==> config.mk <==
export PLATFORM = sky130hd
export DESIGN_NAME = reaction_auto_player_flat
export DESIGN_NICKNAME = d
export VERILOG_FILES = /design/src/rtl/reaction_auto_player_if.sv /design/src/rtl/reaction_auto_player.sv /design/src/flat_wrapper.sv
export SDC_FILE = /design/constraint.sdc
export NUM_CORES = 1
export LEC_CHECK = 0
export ABC_AREA = 1
export CAP_MARGIN = 10
export CORE_AREA = 2 2 100 121
export CTS_CLUSTER_DIAMETER = 100
export DETAILED_ROUTE_END_ITERATION = 6
export DIE_AREA = 0 0 102 123
export PLACE_DENSITY = 0.84
export SLEW_MARGIN = 20
export SYNTH_ARGS = -nofsm -noshare
export SYNTH_HDL_FRONTEND = slang
export SYNTH_SLANG_ARGS = --single-unit
==> constraint.sdc <==
create_clock -name clk -period 3.43 [get_ports clk]
set_input_delay 1.029 -clock clk [delete_from_list [all_inputs] [get_ports clk]]
set_output_delay 1.029 -clock clk [all_outputs]
set_load 0.01 [all_outputs]
==> src/rtl/reaction_auto_player_if.sv <==
// Level-based signal bundle between the auto player and the board: game LEDs and
// controls in, switch drive and status out. There is no handshake; every signal is sampled each clock.
interface reaction_auto_player_if;
  logic        enable;
  logic [9:0]  delay_cs;
  logic [9:0]  hold_cs;
  logic [9:0]  led_in;
  logic [9:0]  sw_out;
  logic        busy;
  logic [3:0]  target;
  logic [15:0] hits;
  logic [7:0]  misses;
  logic [2:0]  state_dbg;

  modport master (
    output enable, delay_cs, hold_cs, led_in,
    input  sw_out, busy, target, hits, misses, state_dbg
  );

  modport slave (
    input  enable, delay_cs, hold_cs, led_in,
    output sw_out, busy, target, hits, misses, state_dbg
  );
endinterface

==> src/rtl/reaction_auto_player.sv <==
// Autonomous responder for the reaction game: presses the switch matching a lone lit LED
// after a programmable delay, holds it until the all-LED blink confirms, then lets go.
module reaction_auto_player #(
  parameter int TICK_DIV   = 500000,
  parameter int TIMEOUT_CS = 100
) (
  input  logic                    clk,
  input  logic                    reset,
  reaction_auto_player_if.slave   bus
);

  localparam int PW = (TICK_DIV > 1) ? $clog2(TICK_DIV) : 1;

  typedef enum logic [2:0] {
    S_IDLE    = 3'd0,
    S_ARMED   = 3'd1,
    S_WAIT    = 3'd2,
    S_PRESS   = 3'd3,
    S_HOLD    = 3'd4,
    S_RELEASE = 3'd5
  } state_t;

  state_t        state, state_d;
  logic [PW-1:0] presc;
  logic [9:0]    cs_cnt;
  logic [9:0]    delay_q, hold_q;
  logic [3:0]    target_q;
  logic [9:0]    sw_q;
  logic          busy_q;
  logic [15:0]   hits_q;
  logic [7:0]    misses_q;

  logic          tick, one_hot, confirm, timeout;
  logic [3:0]    led_idx;

  always_comb begin
    tick    = (presc == PW'(TICK_DIV - 1));
    one_hot = ($countones(bus.led_in) == 1);
    confirm = (bus.led_in == 10'h3FF);
    // Timeout fires on the tick that brings the cs count up to TIMEOUT_CS.
    timeout = tick && (cs_cnt == 10'(TIMEOUT_CS - 1));
    led_idx = 4'd0;
    for (int i = 0; i < 10; i++) begin
      if (bus.led_in[i]) led_idx = 4'(i);
    end
  end

  always_comb begin
    state_d = state;
    if (!bus.enable) begin
      state_d = S_IDLE;
    end else begin
      case (state)
        S_IDLE:    state_d = S_ARMED;
        S_ARMED:   if (one_hot) state_d = S_WAIT;
        S_WAIT:    if (cs_cnt == delay_q) state_d = S_PRESS;
        S_PRESS: begin
          if (confirm)      state_d = S_HOLD;
          else if (timeout) state_d = S_RELEASE;
        end
        S_HOLD:    if (cs_cnt == hold_q) state_d = S_RELEASE;
        S_RELEASE: if (tick && bus.led_in == 10'd0) state_d = S_ARMED;
        default:   state_d = S_IDLE;
      endcase
    end
  end

  always_ff @(posedge clk or posedge reset) begin
    if (reset) begin
      state    <= S_IDLE;
      presc    <= '0;
      cs_cnt   <= '0;
      delay_q  <= '0;
      hold_q   <= '0;
      target_q <= '0;
      sw_q     <= '0;
      busy_q   <= 1'b0;
      hits_q   <= '0;
      misses_q <= '0;
    end else begin
      state <= state_d;
      // Timebase restarts on every state entry so each timed interval starts from zero.
      if (state_d != state) begin
        presc  <= '0;
        cs_cnt <= '0;
      end else if (tick) begin
        presc  <= '0;
        cs_cnt <= cs_cnt + 10'd1;
      end else begin
        presc  <= presc + PW'(1);
      end

      if (state == S_ARMED && state_d == S_WAIT) begin
        target_q <= led_idx;
        delay_q  <= bus.delay_cs;
      end
      if (state == S_PRESS && state_d == S_HOLD) begin
        hold_q <= bus.hold_cs;
        if (hits_q != 16'hFFFF) hits_q <= hits_q + 16'd1;
      end
      if (state == S_PRESS && state_d == S_RELEASE && misses_q != 8'hFF)
        misses_q <= misses_q + 8'd1;

      sw_q   <= (state_d == S_PRESS || state_d == S_HOLD) ? (10'd1 << target_q) : 10'd0;
      busy_q <= (state_d == S_WAIT) || (state_d == S_PRESS) ||
                (state_d == S_HOLD) || (state_d == S_RELEASE);
    end
  end

  assign bus.sw_out    = sw_q;
  assign bus.busy      = busy_q;
  assign bus.target    = target_q;
  assign bus.hits      = hits_q;
  assign bus.misses    = misses_q;
  assign bus.state_dbg = state;

endmodule

==> src/flat_wrapper.sv <==
// flat-port wrapper written by rule: the top's interface ports become plain ports
module reaction_auto_player_flat 
#(
  parameter int TICK_DIV   = 500000,
  parameter int TIMEOUT_CS = 100
)
  (clk, reset, bus_enable, bus_delay_cs, bus_hold_cs, bus_led_in, bus_sw_out, bus_busy, bus_target, bus_hits, bus_misses, bus_state_dbg);
  reaction_auto_player_if bus_i ();
  input  logic clk;
  input  logic reset;
  input wire logic [$bits(bus_i.enable)-1:0] bus_enable;
  input wire logic [$bits(bus_i.delay_cs)-1:0] bus_delay_cs;
  input wire logic [$bits(bus_i.hold_cs)-1:0] bus_hold_cs;
  input wire logic [$bits(bus_i.led_in)-1:0] bus_led_in;
  output wire logic [$bits(bus_i.sw_out)-1:0] bus_sw_out;
  output wire logic [$bits(bus_i.busy)-1:0] bus_busy;
  output wire logic [$bits(bus_i.target)-1:0] bus_target;
  output wire logic [$bits(bus_i.hits)-1:0] bus_hits;
  output wire logic [$bits(bus_i.misses)-1:0] bus_misses;
  output wire logic [$bits(bus_i.state_dbg)-1:0] bus_state_dbg;
  assign bus_i.enable = bus_enable;
  assign bus_i.delay_cs = bus_delay_cs;
  assign bus_i.hold_cs = bus_hold_cs;
  assign bus_i.led_in = bus_led_in;
  assign bus_sw_out = bus_i.sw_out;
  assign bus_busy = bus_i.busy;
  assign bus_target = bus_i.target;
  assign bus_hits = bus_i.hits;
  assign bus_misses = bus_i.misses;
  assign bus_state_dbg = bus_i.state_dbg;
  reaction_auto_player #(.TICK_DIV(TICK_DIV), .TIMEOUT_CS(TIMEOUT_CS)) u_core (.clk(clk), .reset(reset), .bus(bus_i));
endmodule
Word-level counts from Yosys, hierarchy flattened --
Index checks and enable logic that the tools add are counted.
Word-level totals: bits in registers 91, bits in latches 0, bits in writable memories 0, ROM bits 0, input port bits 33, output and inout bits 42, word-level logic and storage cells 78, memories 0
Operators by class: add/sub/neg operators 13, multipliers 0, div/mod/pow operators 0, $lt $le $gt $ge 0, eq/ne operators 18, shift-type cells 1, muxes and demuxes 22, bitwise operators 0, reduce and logical (&&, ||, !) cells 14
Operators by type and width (number):
- adder 32 bit | 4
- two-way mux 19 bit | 2
- two-way mux 3 bit | 11
- equality test 32 x 2 -> 1 bit (second input constant) | 1
- two-way mux 10 bit | 3
- equality test 10 bit | 2
- adder 19 x 1 -> 19 bit (second input constant) | 1
- equality test 19 bit (second input constant) | 1
- one-hot mux 3 bit (6 select lines) | 1
- adder 16 x 1 -> 16 bit (second input constant) | 1
- != test 16 bit (second input constant) | 1
- equality test 3 x 2 -> 1 bit (second input constant) | 4
- equality test 3 bit (second input constant) | 4
- adder 1 x 1 -> 2 bit | 5
- adder 10 x 1 -> 10 bit (second input constant) | 1
- equality test 10 bit (second input constant) | 1
- equality test 10 x 7 -> 1 bit (second input constant) | 1
- zero test 10 bit | 1
- left shift 1 x 4 -> 10 bit (first input constant) | 1
- adder 8 x 1 -> 8 bit (second input constant) | 1
- two-way mux 4 bit | 2
- != test 8 bit (second input constant) | 1
- logical AND 1 bit | 6
- logical OR 1 bit | 4
- other kinds (7) | 8

Logic depth before layout (Yosys ltp) --
depth after elaboration 12, gate-level depth with buffers 22, gate-level depth less buffers 21

Worst setup path before layout --
No wires, ideal clock.
path type in2reg, start point input port bus_led_in[3], end point register u_core.hits_q[0] (netlist: u_core.bus.hits[0]), library setup time 0.120 ns, arrival 4.392 ns, required time 3.310 ns, path slack -1.082 ns, stages on the path 18, path buffers 2, cell sequence inv_1 -> ha_1 -> inv_1 -> fa_1 -> fa_1 -> fa_1 -> fa_1 -> nand3b_1 -> nor2_1 -> nand2_1 -> a21oi_1 -> nand3_2 -> inv_2 -> nand4_4 -> buf_6 -> buf_6 -> o21ai_1 -> nand2_1
On the way: cells in the longest elaborated chain, start to end 11, elaborated cells between the ends (all ways) 16, classes of those cells 4 x add/sub; 3 x eq/ne; 5 x mux; 4 x reduce/logical
Ends and longest elaborated chain:
- start: declaration | line flat_wrapper.sv:14 | input wire logic [$bits(bus_i.led_in)-1:0] bus_led_in;
- adder 1 x 1 -> 2 bit (implied by the code) | line reaction_auto_player.sv:38 | one_hot = ($countones(bus.led_in) == 1);
- adder 32 bit (implied by the code) (3 in series) | line reaction_auto_player.sv:38
- equality test 32 x 2 -> 1 bit | line reaction_auto_player.sv:38
- two-way mux 3 bit | line reaction_auto_player.sv:55 | S_ARMED: if (one_hot) state_d = S_WAIT;
- one-hot mux 3 bit (6 select lines) (*) | line reaction_auto_player.sv:53 | case (state)
- two-way mux 3 bit (*) | line reaction_auto_player.sv:50 | if (!bus.enable) begin
- equality test 3 bit (*) | line reaction_auto_player.sv:97 | if (state == S_PRESS && state_d == S_HOLD) begin
- logical AND 1 bit (*) | line reaction_auto_player.sv:97
- AND reduction 2 bit (no line) (*)
- end signal: assignment | line reaction_auto_player.sv:99 | if (hits_q != 16'hFFFF) hits_q <= hits_q + 16'd1;
- end: declaration | line reaction_auto_player.sv:30 | logic [15:0] hits_q;
Mark *: on every way between the ends. The rest lies on a longest branch, timed or not. A chain may end at the register's enable or synchronous reset.

Worst setup path after layout --
start point input port bus_led_in[3], end point register u_core.delay_q[1]
On the way: cells in the longest elaborated chain, start to end 10, elaborated cells between the ends (all ways) 15, classes of those cells 4 x add/sub; 3 x eq/ne; 5 x mux; 3 x reduce/logical
Ends and longest elaborated chain:
- adder 1 x 1 -> 2 bit (implied by the code) | line reaction_auto_player.sv:38
- adder 32 bit (implied by the code) (3 in series) | line reaction_auto_player.sv:38
- equality test 32 x 2 -> 1 bit | line reaction_auto_player.sv:38
- two-way mux 3 bit | line reaction_auto_player.sv:55
- one-hot mux 3 bit (6 select lines) (*) | line reaction_auto_player.sv:53
- two-way mux 3 bit (*) | line reaction_auto_player.sv:50
- equality test 3 x 2 -> 1 bit (*) | line reaction_auto_player.sv:93 | if (state == S_ARMED && state_d == S_WAIT) begin
- logical AND 1 bit (*) | line reaction_auto_player.sv:93
- end signal: assignment | line reaction_auto_player.sv:95 | delay_q <= bus.delay_cs;
- end: declaration | line reaction_auto_player.sv:26 | logic [9:0] delay_q, hold_q;
Marked as above.

==> summary.md <==
| Metric | Value |
|---|---|
| Total gr overflow | 0 |
| Max stage delay on crit path | about 0.54 ns |
| Buffers on Ports | 74 |
| Slew HR | a little over 60% |
| FMAX | around 230 MHz |
| Top cells by area, synth | dfrtp_1, nand2_1, inv_1 |
| # rows | 43 |
| Min Tclk post-route | ~4.3 ns |
| DR iter-0 viols | around 300 |
| CP Buf/Inv Count | 6 |
| R2r setup slk | ~1.0 ns |
| Global-route wire length before repair | around 24 mm |
| Clk sink count | 91 |
| Synth Instances | around 720 |
| Status | complete, but fails checks |
| WL final | ~15 mm |
| Antenna cells | 0 |
| Fill cells | 848 |
| Die span in x | 102 um |
| CP required | ~3.7 ns |
| Worst reg2reg path depth | 12 |
| Crit path max-delay family | adder cells |
| Hold_ws | about 0.5 ns |
| DR pass1 iterations | 5 |
| Antenna viol nets, final | 0 |
| Vias in the first global route | slightly above 5,000 |
| Failing checks | negative setup slack |
| Number of max-cap violations | 0 |
| Distinct cells, synth | 42 |
| Yosys top cell area share | between 40% and 50% |
| Clock-pin slew on the worst setup and hold paths | about 0.070 ns |
| Dpl hpwl | 9.53 mm |
| CTS Buf Count | 9 |
| Setup ws final | -0.843 ns |
| Count leader, synth | nand2_1 |
| Worst-case clock buffer depth | 2 |
| Hold Violations, Final | 0 |
| Syn Nets | just under 800 |
| Worst-Margin Slew | roughly 0.57 ns |
| CTS tree | done |
| Worst ir drop on vdd | approximately 0.28 mV |
| Vias | around 5,200 |
| CTS Hold Bufs | 0 |
| Wire length per cell | between 10 and 15 um |
| Slew Viols, Final | 0 |
| Clock Tree Root | clkbuf_16 |
| Net count of the finished layout | just under 900 |
| Pleak | between 0.003 and 0.004 uW |
| H-tree Lvls | 3 |
| Syn Std Cell Area | ~0.0056 mm2 |
| Top FF cell, synth | dfrtp_1 |
| Starting Density | between 40 and 50% |
| #FFs+latches synth | between 90 and 100 |
| GRT Util Overall | 24.1% |
| Yosys warns | 0 |
| Area Overhead vs Synth | 36.5% |
| Worst Hold Class | register to register |
| Pwr/cell area | around 440 mW/mm2 |
| RSZ-0062 raised after global routing | yes |
| Critical path fanouts, max | 9 |
| Post-synth EDFFs | 0 |
| Die area | 0.0125 mm2 |
| Hold wc startpoint | u_core.hold_q[5] |
| Vias per cell | around 5.2 |
| Setup crit start | bus_led_in[3] |
| Clk_lat worst skew | 0.35 ns |
| Top cells by count, synth | nand2_1, inv_1, dfrtp_1 |
| Worst r2r src | u_core.bus.hits[0] |
| Layout cells sized above 1 | between 20% and 30% |
| Final worst-path cycle share | 125% |
| Final setup viols | 90 |
| Antenna violations before repair | 0 |
| CP endpoint kind | register |
| Die height | approximately 120 um |
| I/O Pins | 75 |
| CP Launch Type | primary input |
| DRC violations left | 0 |
| Syn Area/Cell | 7.82 um2 |
| R2R Path End | u_core.bus.hits[9] |
| Crit path cell chain | buf_8, inv_8, ha_4, inv_2, fa_1, fa_1, fa_2, fa_1, nand3b_1, nor2_1, nand2_1, o21bai_1, inv_1, nand2_2, nand2_2, nor2_4, buf_6, inv_6, nand2_1, nand2_1 |
| Core area | 0.0114 mm2 |
| Placed cell areas | between 0.006 and 0.007 mm2 |
| Arr. time, crit path | ~4.5 ns |
| Fin area | between 0.007 and 0.008 mm2 |
| Worst hold path endpoint | u_core.hold_q[5] |
| Largest net degree at the start of global routing | 67 |
| Async SR Flop Fraction | between 90% and 100% |
| Layout Skew | between 0.006 and 0.007 ns |
| Register area share after synthesis | between 40% and 50% |
| Slowest CP cell | fa_1 |
| WS Path Type | primary input to register |
| Yosys top cell by area | dfrtp_1 |
| Min-Delay Path Depth | 2 |
| Placer Congestion | around 0.87 |
==> worst min-delay path: stages, from the launching register on <==
cell and delay, ns:
dfrtp_1 0.38, nand2_1 0.06, nand2_1 0.05
==> state kept, by name, indices dropped and copies added (netlist names) <==
| signal | flops |
|---|---|
| u_core.bus.sw_out | 10 |
| u_core.bus.state_dbg | 3 |
| u_core.bus.target | 4 |
| u_core.bus.hits | 16 |
| u_core.delay_q | 10 |
| u_core.bus.busy | 1 |
| u_core.cs_cnt | 10 |
| u_core.hold_q | 10 |
| u_core.presc | 19 |
| u_core.bus.misses | 8 |
==> worst max path at each step <==
stage	cells after the start	slack, ns	end
after floorplan	18	-0.90	u_core.bus.hits[15]
after global placement	18	-1.65	u_core.bus.hits[10]
after detailed placement	18	-1.79	u_core.bus.hits[12]
after CTS	19	-1.03	u_core.bus.hits[9]
after global routing	19	-1.02	u_core.bus.hits[13]
final	20	-0.84	u_core.delay_q[1]
==> power breakdown <==
part | leakage, uW | switching [uW] | internal, uW | total [uW]
registers | 0.00121 | 114 | 1170 | 1290
logic | 0.00209 | 605 | 496 | 1100
clock network | 0.000124 | 449 | 495 | 944
==> final cells by class <==
type	count	area, um2	share of cell area, %
inverters	103	425	5.58
clock inverters	7	52.6	0.689
flip-flops and latches	91	2280	29.8
clock buffers	9	225	2.95
multi-input cells	503	3170	41.5
repair buffers	121	1290	16.9
well taps	157	196	2.57
==> logic make-up (layout without fill, tap and decap cells) <==
family	count (synthesis)	count (layout)	share of synthesized area (%)
AOI/OAI and AO/OA	51	51	4.95
and+or+nand+nor	386	386	32.3
buffers and inverters	121	240	9.34
adders and majority gates	23	23	5.96
DFF	91	91	40.8
xor gates and xnor gates	43	43	6.74
==> metrics by stage <==
stage	total power (uW)	TNS, ns	setup slack, ns	cells	util [%]
after floorplan	1870	-66.55	-0.902	715	-
after global placement	2140	-138.75	-1.65	964	60.5
after detailed placement	2180	-149.71	-1.79	964	60.5
after CTS	3350	-83.84	-1.03	991	66.0
after global routing	3500	-82.99	-1.02	991	66.9
final	3330	-69.27	-0.843	991	66.9
==> layout by cell type (no fill, tap or decap), types with 3 or more instances in the layout <==
cell             count
inv_6                3
nand3_1             47
nor3_2              23
nor2_1              47
ha_1                13
o21ai_0              5
o21ai_1             31
inv_2               15
nand2_4              5
nor2_4               4
buf_8                3
clkdlybuf4s50_1     68
inv_4                5
nor3_1              15
buf_6               15
o21ai_2              6
xor2_1              25
clkbuf_16           10
nor2_2               3
nand2_1            170
inv_1               78
ha_4                 4
buf_4               25
nand2_2             27
buf_12               9
xnor2_1             18
nor4_1               3
nand3b_1             4
dfrtp_1             91
clkinvlp_4           4
nand4_1             14
fa_1                 5
nand3_2              5
nor3_4              11
==> what timing repair did <==
item,CTS,global route
setup endpoints to repair,90,90
gates resized for setup,103,32
pin swaps,21,20
setup buffers,5,3
cloned,6,0
==> metal layers <==
layer | vias to the layer above | track usage [%] | share of wire (%)
met5 | - | 0 | 0
met1 | 2440 | 29.3 | 40
li1 | 2498 | - | -
met4 | 0 | 10.8 | 2.8
met3 | 37 | 4.24 | 5.5
met2 | 206 | 41.4 | 52
Power figures use the tool's default switching activity.
